==> src/rtl/mips_pipeline_pkg.sv <==
// Shared definitions for the MIPS pipeline sequencing logic.
// State encoding, register-zero constant and drain default.
package mips_pipeline_pkg;

  typedef enum logic [1:0] {
    ST_RUN    = 2'd0,
    ST_DRAIN  = 2'd1,
    ST_HALTED = 2'd2,
    ST_STEP   = 2'd3
  } state_e;

  localparam logic [4:0] REG_ZERO = 5'd0;

  localparam int DEFAULT_DRAIN_CYCLES = 3;

endpackage

==> src/rtl/saturating_counter.sv <==
// Event counter that sticks at all ones instead of wrapping.
// Used for the stall and redirect statistics.
module saturating_counter #(
  parameter int N_BITS = 16
) (
  input  logic              clk,
  input  logic              reset,
  input  logic              inc_i,
  output logic [N_BITS-1:0] count_o
);

  always_ff @(posedge clk or negedge reset) begin
    if (!reset) begin
      count_o <= '0;
    end else if (inc_i && (count_o != '1)) begin
      count_o <= count_o + N_BITS'(1);
    end
  end

endmodule

==> src/rtl/pipeline_hazard_controller.sv <==
// Load-use stall, redirect squash and debug halt/step sequencing
// for the five-stage MIPS pipeline.
module pipeline_hazard_controller
  import mips_pipeline_pkg::*;
#(
  parameter int COUNT_WIDTH  = 16,
  parameter int DRAIN_CYCLES = DEFAULT_DRAIN_CYCLES
) (
  input  logic                   clk,
  input  logic                   reset,
  input  logic [4:0]             ID_rs_i,
  input  logic [4:0]             ID_rt_i,
  input  logic                   ID_uses_rt_i,
  input  logic [4:0]             EX_rt_i,
  input  logic                   EX_mem_read_i,
  input  logic                   MEM_redirect_i,
  input  logic                   halt_req_i,
  input  logic                   step_i,
  output logic                   pc_write_o,
  output logic                   if_id_write_o,
  output logic                   if_id_flush_o,
  output logic                   id_ex_flush_o,
  output logic                   ex_mem_flush_o,
  output logic                   halted_o,
  output logic [COUNT_WIDTH-1:0] stall_count_o,
  output logic [COUNT_WIDTH-1:0] flush_count_o
);

  // Counter holds remaining cycles minus one, so the
  // step load of DRAIN_CYCLES still fits the same width.
  localparam int DW = $clog2(DRAIN_CYCLES + 1);

  state_e        state;
  logic [DW-1:0] drain_cnt;
  logic          lu;
  logic          stall_inc;
  logic          flush_inc;

  assign lu = EX_mem_read_i
            & (EX_rt_i != REG_ZERO)
            & ((EX_rt_i == ID_rs_i)
               | (ID_uses_rt_i & (EX_rt_i == ID_rt_i)));

  assign halted_o = (state == ST_HALTED);

  always_comb begin
    pc_write_o     = 1'b1;
    if_id_write_o  = 1'b1;
    if_id_flush_o  = 1'b0;
    id_ex_flush_o  = 1'b0;
    ex_mem_flush_o = 1'b0;
    stall_inc      = 1'b0;
    flush_inc      = 1'b0;
    unique case (state)
      ST_RUN: begin
        if (MEM_redirect_i) begin
          if_id_flush_o  = 1'b1;
          id_ex_flush_o  = 1'b1;
          ex_mem_flush_o = 1'b1;
          flush_inc      = 1'b1;
        end else if (lu) begin
          pc_write_o    = 1'b0;
          if_id_write_o = 1'b0;
          id_ex_flush_o = 1'b1;
          stall_inc     = 1'b1;
        end else if (halt_req_i) begin
          pc_write_o    = 1'b0;
          if_id_flush_o = 1'b1;
        end
      end
      ST_DRAIN: begin
        if (MEM_redirect_i) begin
          if_id_flush_o  = 1'b1;
          id_ex_flush_o  = 1'b1;
          ex_mem_flush_o = 1'b1;
          flush_inc      = 1'b1;
        end else begin
          pc_write_o    = 1'b0;
          if_id_flush_o = 1'b1;
        end
      end
      ST_HALTED: begin
        pc_write_o    = 1'b0;
        if_id_write_o = 1'b0;
        id_ex_flush_o = 1'b1;
      end
      ST_STEP: begin
      end
    endcase
  end

  always_ff @(posedge clk or negedge reset) begin
    if (!reset) begin
      state     <= ST_RUN;
      drain_cnt <= '0;
    end else begin
      unique case (state)
        ST_RUN: begin
          if (!MEM_redirect_i && !lu && halt_req_i) begin
            state     <= ST_DRAIN;
            drain_cnt <= DW'(DRAIN_CYCLES - 1);
          end
        end
        ST_DRAIN: begin
          if (drain_cnt == '0) begin
            state <= ST_HALTED;
          end else begin
            drain_cnt <= drain_cnt - DW'(1);
          end
        end
        ST_HALTED: begin
          if (!halt_req_i) begin
            state <= ST_RUN;
          end else if (step_i) begin
            state <= ST_STEP;
          end
        end
        ST_STEP: begin
          state     <= ST_DRAIN;
          drain_cnt <= DW'(DRAIN_CYCLES);
        end
      endcase
    end
  end

  saturating_counter #(
    .N_BITS (COUNT_WIDTH)
  ) u_stall_cnt (
    .clk     (clk),
    .reset   (reset),
    .inc_i   (stall_inc),
    .count_o (stall_count_o)
  );

  saturating_counter #(
    .N_BITS (COUNT_WIDTH)
  ) u_flush_cnt (
    .clk     (clk),
    .reset   (reset),
    .inc_i   (flush_inc),
    .count_o (flush_count_o)
  );

endmodule

==> config.mk <==
export PLATFORM = sky130hd
export DESIGN_NAME = pipeline_hazard_controller
export DESIGN_NICKNAME = d
export VERILOG_FILES = /design/src/rtl/mips_pipeline_pkg.sv /design/src/rtl/saturating_counter.sv /design/src/rtl/pipeline_hazard_controller.sv
export SDC_FILE = /design/constraint.sdc
export NUM_CORES = 1
export LEC_CHECK = 0
export CAP_MARGIN = 5
export CORE_MARGIN = 4
export CORE_UTILIZATION = 35
export CTS_BUF_LIST = sky130_fd_sc_hd__clkbuf_16
export CTS_CLUSTER_DIAMETER = 120
export DETAILED_ROUTE_END_ITERATION = 10
export HOLD_SLACK_MARGIN = 0.1
export PLACE_DENSITY_LB_ADDON = 0.25
export SLEW_MARGIN = 20
export SYNTH_ARGS = -nofsm -noshare
export SYNTH_HDL_FRONTEND = slang
export SYNTH_HIERARCHICAL = 1
export SYNTH_SLANG_ARGS = --single-unit
==> constraint.sdc <==
create_clock -name clk -period 2.55 [get_ports clk]
set_clock_uncertainty 0.05 [all_clocks]
set_input_delay 0.3825 -clock clk [delete_from_list [all_inputs] [get_ports clk]]
set_output_delay 0.3825 -clock clk [all_outputs]
set_load 0.02 [all_outputs]
== After elaboration in Yosys (flattened, before gate mapping) ==
Index checks and enable logic that the tools add are counted.
W data, S select, Z words.
Operators by class
  muxes and demuxes: 26
  equality and inequality tests: 11
  $add $sub $neg: 3
  reductions and logical operators: 13
  bitwise operators: 4
Operator list (number)
  $add A16 B1 Y16 const B: 2
  $ne A16 B16 Y1 const B: 2
  $mux W1: 14
  $mux W2: 6
  $eq A5 B5 Y1: 2
  $pmux W2 S4: 1
  $ne A2 B2 Y1 const B: 3
  $pmux W1 S3: 2
  $pmux W2 S3: 1
  $reduce_and A3 Y1: 2
  $reduce_bool A5 Y1: 1
  $eq A2 B2 Y1 const B: 2
  $logic_and A1 B1 Y1: 4
  $logic_not A2 Y1: 2
  $pmux W1 S2: 2
  $and A1 B1 Y1: 3
  $ne A3 B3 Y1 const B: 1
  $reduce_bool A3 Y1: 1
  $eq A2 B1 Y1 const B: 1
  $logic_not A1 Y1: 2
  $reduce_or A2 Y1: 1
  $sub A2 B1 Y2 const B: 1
  $or A1 B1 Y1: 1
Storage, ports and cells
  register bits: 36
  input bits: 22
  output and inout bits: 38

== Longest topological paths before layout ==
  depth in word-level cells: 9
  gate-level depth with buffers: 8
  gate-level depth less buffers: 8

== By module ==
Netlist, hierarchy kept.
By module, submodules not included
  saturating_counter: cells an instance 72, area each 859.6 µm², seq. area each 400.4 µm², instances 2
  pipeline_hazard_controller: cells an instance 61, area each 545.5 µm², seq. area each 100.1 µm², instances 1

== Worst setup path after synthesis ==
OpenSTA, ideal clock, no wires.
  kind: input to register
  start: input port EX_rt_i[3]
  end: register u_stall_cnt.count_o[14]
  path buffers: 0
  data arrival time: 2400 ps
  stages on the path: 8
  library setup time: 132 ps
  slack: -32 ps
  cell sequence: xor2_1 -> nor4_2 -> a32oi_1 -> nor4_1 -> nand2_1 -> nor4_4 -> nand4_1 -> xnor2_1
Between the ends
  word-level cells in the longest chain between the ends: 8
  elaborated cells between the ends (all ways): 11
RTL lines
  start, declared: RTL line pipeline_hazard_controller.sv:14  | input logic [4:0] EX_rt_i,
  $eq A5 B5 Y1: RTL line pipeline_hazard_controller.sv:42  | | (ID_uses_rt_i & (EX_rt_i == ID_rt_i)));
  $and A1 B1 Y1: RTL line pipeline_hazard_controller.sv:42
  $or A1 B1 Y1: RTL line pipeline_hazard_controller.sv:42
  $and A1 B1 Y1 (*): RTL line pipeline_hazard_controller.sv:41  | & ((EX_rt_i == ID_rs_i)
  $mux W1 (*): RTL line pipeline_hazard_controller.sv:61  | end else if (lu) begin
  $mux W1 (*): RTL line pipeline_hazard_controller.sv:56  | if (MEM_redirect_i) begin
  $mux W1 (*): RTL line pipeline_hazard_controller.sv:54  | unique case (state)
  named net stall_inc: RTL line pipeline_hazard_controller.sv:36  | logic stall_inc;
  $logic_and A1 B1 Y1 (*): RTL line saturating_counter.sv:15  | end else if (inc_i && (count_o != '1)) begin
  end signal, assigned: RTL line saturating_counter.sv:16  | count_o <= count_o + N_BITS'(1);
  end, declared: RTL line saturating_counter.sv:9  | output logic [N_BITS-1:0] count_o
The timed path passes the listed nets; every way through them passes the cells marked *.
A chain may end at the register's enable or synchronous reset.

== Worst setup path in the final report ==
  start: input port EX_rt_i[2]
  end: output port id_ex_flush_o
Between the ends
  word-level cells in the longest chain between the ends: 7
  elaborated cells between the ends (all ways): 10
RTL lines
  $eq A5 B5 Y1: RTL line pipeline_hazard_controller.sv:42
  $and A1 B1 Y1: RTL line pipeline_hazard_controller.sv:42
  $or A1 B1 Y1: RTL line pipeline_hazard_controller.sv:42
  $and A1 B1 Y1 (*): RTL line pipeline_hazard_controller.sv:41
  $mux W1 (*): RTL line pipeline_hazard_controller.sv:61
  $mux W1 (*): RTL line pipeline_hazard_controller.sv:56
  $pmux W1 S3 (*): RTL line pipeline_hazard_controller.sv:54
  end, declared: RTL line pipeline_hazard_controller.sv:22  | output logic id_ex_flush_o,
Mark *: on every way between the ends. The rest lies on a longest branch, timed or not.

==> run_results.csv <==
group,metric,value,unit
outcome,run_status,"complete, no violations",
route,routed-wl-met3,356,µm
route,drtAntennaViolNets,0,
synthesis,synthMuxAreaShare,2.98,%
sta,finalCriticalPeriod,2470,ps
final_layout,fill_cells,589,
floorplanning,fp.dieW,88.4,µm
synthesis,ys_ff_latch,36,
clock_tree,clock_path_buffers,2,
sta,period_share,97.0,%
route,vias,1977,
place,hpwl,4.09,mm
worst_hold_path,min_path_type,"reg2reg",
synthesis,synthSimpleGateAreaFrac,28.1,%
grt,grt_max_degree,37,
synthesis,yosysTopAreaCell,"dfrtp_1",
synthesis,synth_seq_area_share,39.8,%
final_layout,fin_nets,322,
place,post_dp_cell_area,3120,µm²
clock_tree,cts_buffers,5,
route,totalWireLength,5.46,mm
clock_tree,path_clk_slew,50,ps
final_layout,n_antenna_cell,0,
floorplanning,chipHeight,88.4,µm
flow_run,max-cap-violations,0,
synthesis,ys.flop_type,"dfrtp_1",
setup_path,end_kind,"output port",
route,met2WireLength,2.56,mm
setup_path,regToRegSetupSlack,390,ps
grt,grt_pass1_wl,8.95,mm
sta,setup_viol,0,
synthesis,synth_warnings,6,
synthesis,synth_top_family_by_area,"simple AND/OR/NAND/NOR gates",
power_and_ir_drop,peakVddDrop,0.000373,V
power_and_ir_drop,p_total,2.40,mW
final_layout,syn_to_final_growth,46.2,%
sta,tightest_slew,461,ps
route,avgViaCountPerCell,5.33,
grt,grt_use_total,14.3,%
setup_path,path_class,"in2out",
clock_tree,cts-root-buf,"clkbuf_16",
grt,overflow,0,
synthesis,ys_types,44,
clock_tree,postCtsHoldBufs,0,
synthesis,synth_most_common_cell,"dfrtp_1",
place,gp_congestion,0.749,
setup_path,crit_fanout,5,
clock_tree,cts_tree,"yes",
synthesis,post_synth.cell_area_avg,11.0,µm²
floorplanning,die_area,7820,µm²
sta,slew_violations,0,
place,io_buffer_count,59,
synthesis,synth_nets,234,
setup_path,worst_ep_required_time,2120,ps
synthesis,synth_xor_area_share,9.28,%
clock_tree,cts_sinks,36,
route,drcViolationCount,0,
setup_path,startpoint_type,"input port",
route,wl_met1,2.47,mm
route,firstDrtPassIters,4,
synthesis,synth_edf_count,0,
synthesis,synth_compound_area_share,15.0,%
floorplanning,core-area,6310,µm²
route,drt_iter0_markers,80,
route,top_layer_used,"met4",
worst_hold_path,whs_path_depth,1,
sta,relSlewSlack,69.3,%
clock_tree,htreeDepth,2,
synthesis,synth_top_cell_area_share,39.8,%
synthesis,synthCells,205,
sta,fmax,404,MHz
route,wl_per_cell,14.7,µm
sta,rsz0062_at_grt,"true",
floorplanning,io_pins,60,
power_and_ir_drop,power-per-cell-area,724,nW/µm²
setup_path,reg2reg_depth,9,
sta,holdWs,468,ps
synthesis,synth_area,2260,µm²
sta,hold_viol,0,
clock_tree,worstSkewPairLatency,270,ps
floorplanning,row_count,29,
setup_path,cp.arrival,2040,ps
final_layout,drive_gt1_share,22.1,%
grt,grt_pass1_vias,1905,
synthesis,synth_common_cells,"dfrtp_1 (36), nand4_1 (16), xor2_1 (13)",
floorplanning,start_util,35.9,%
grt,antenna_found_initial,0,
synthesis,async_flop_share,100,%
synthesis,synthAdderAreaFrac,3.87,%
final_layout,design_area,3310,µm²
synthesis,synth_area_leaders,"dfrtp_1 (40%), xor2_1 (5.0%), nand4_1 (4.4%), xnor2_1 (4.3%), ha_1 (3.9%)",
power_and_ir_drop,power_leakage,1.45,nW
-- area by class of cell --
cell class	count	area [µm²]	area share, %
tap	77	96.3	2.91
clock buffer	5	125	3.78
inverter	6	22.5	0.680
timing repair buffer	81	744	22.5
sequential	36	901	27.2
clock inverter	3	37.5	1.13
multi-input combinational	163	1390	41.8
-- metal layers --
layer / up-vias / global-route usage (%)
li1: 975 / -
met1: 946 / 18.8
met2: 48 / 23.2
met3: 8 / 3.45
met4: 0 / 4.81
met5: - / 0
-- metrics by stage --
| step | std cells | setup TNS (ps) | setup slack (ps) | util (%) |
|---|---|---|---|---|
| after floorplan | 205 | 0 | 245 | - |
| final | 371 | 0 | 75.6 | 52.5 |
| after detailed placement | 361 | -7290 | -502 | 49.4 |
| after global routing | 371 | -21.1 | -21.1 | 52.5 |
| after CTS | 371 | 0 | 16.5 | 52.6 |
| after global placement | 361 | -5680 | -435 | 49.4 |
-- power by group --
group,internal [mW],total [mW],switching [mW]
clock network,0.454,0.673,0.219
registers,0.659,0.770,0.111
logic,0.461,0.956,0.495
total,1.57,2.40,0.825
-- state kept, by name, indices dropped and copies added (netlist names) --
name,flops
state,2
u_stall_cnt/count_o,16
drain_cnt,2
u_flush_cnt/count_o,16
-- worst max-delay path, stage by stage --
cell	delay (ps)
clkdlybuf4s15_2	210
xor2_1	170
nor4_2	330
a32oi_2	190
buf_4	180
nor2_4	140
a211oi_2	90
nor3_1	160
buf_2	190
-- final timing paths --
| check | startpoint | to |
|---|---|---|
| worst max-delay path | EX_rt_i[2] | id_ex_flush_o |
| worst min-delay path | u_flush_cnt/count_o[15] | u_flush_cnt/count_o[15] |
| worst max register to register | state[0] | u_flush_cnt/count_o[7] |
| worst min register to register | u_flush_cnt/count_o[15] | u_flush_cnt/count_o[15] |
| max in group asynchronous | reset | u_flush_cnt/count_o[14] |
| min in group asynchronous | reset | u_stall_cnt/count_o[6] |
-- placed cells by master, fill, tap and decap left out, types with 3 or more instances in the layout --
| cell type | netlist | final |
|---|---|---|
| a21oi_1 | 11 | 11 |
| ha_1 | 7 | 7 |
| xor2_1 | 13 | 13 |
| o21a_1 | 11 | 11 |
| clkbuf_16 | 0 | 5 |
| nor4_4 | 4 | 5 |
| nand3_1 | 10 | 10 |
| nor2_1 | 7 | 7 |
| a31oi_1 | 6 | 6 |
| and3_1 | 4 | 4 |
| clkdlybuf4s50_1 | 0 | 45 |
| dlygate4sd2_1 | 0 | 7 |
| inv_1 | 6 | 6 |
| buf_4 | 0 | 21 |
| nor3_2 | 2 | 3 |
| nand2_1 | 12 | 12 |
| dfrtp_1 | 36 | 36 |
| nand4_1 | 16 | 16 |
| o21ai_0 | 3 | 3 |
| xnor2_1 | 11 | 11 |
| mux2i_1 | 3 | 3 |
-- cells by family after synthesis --
logic type,Yosys count
AOI/OAI and AO/OA,43
xor gates and xnor gates,24
adders and majority gates,7
buffers and inverters,6
DFF,36
muxes,6
and+or+nand+nor,83
-- timing repair --
action / CTS / global route
setup buffers: 3 / 0
endpoints found under the hold margin: 0 / 0
pin swaps: 6 / 5
gates resized for setup: 28 / 9
endpoints found under the setup margin: 17 / 6
Note: power is estimated with default switching activity, not from simulation.
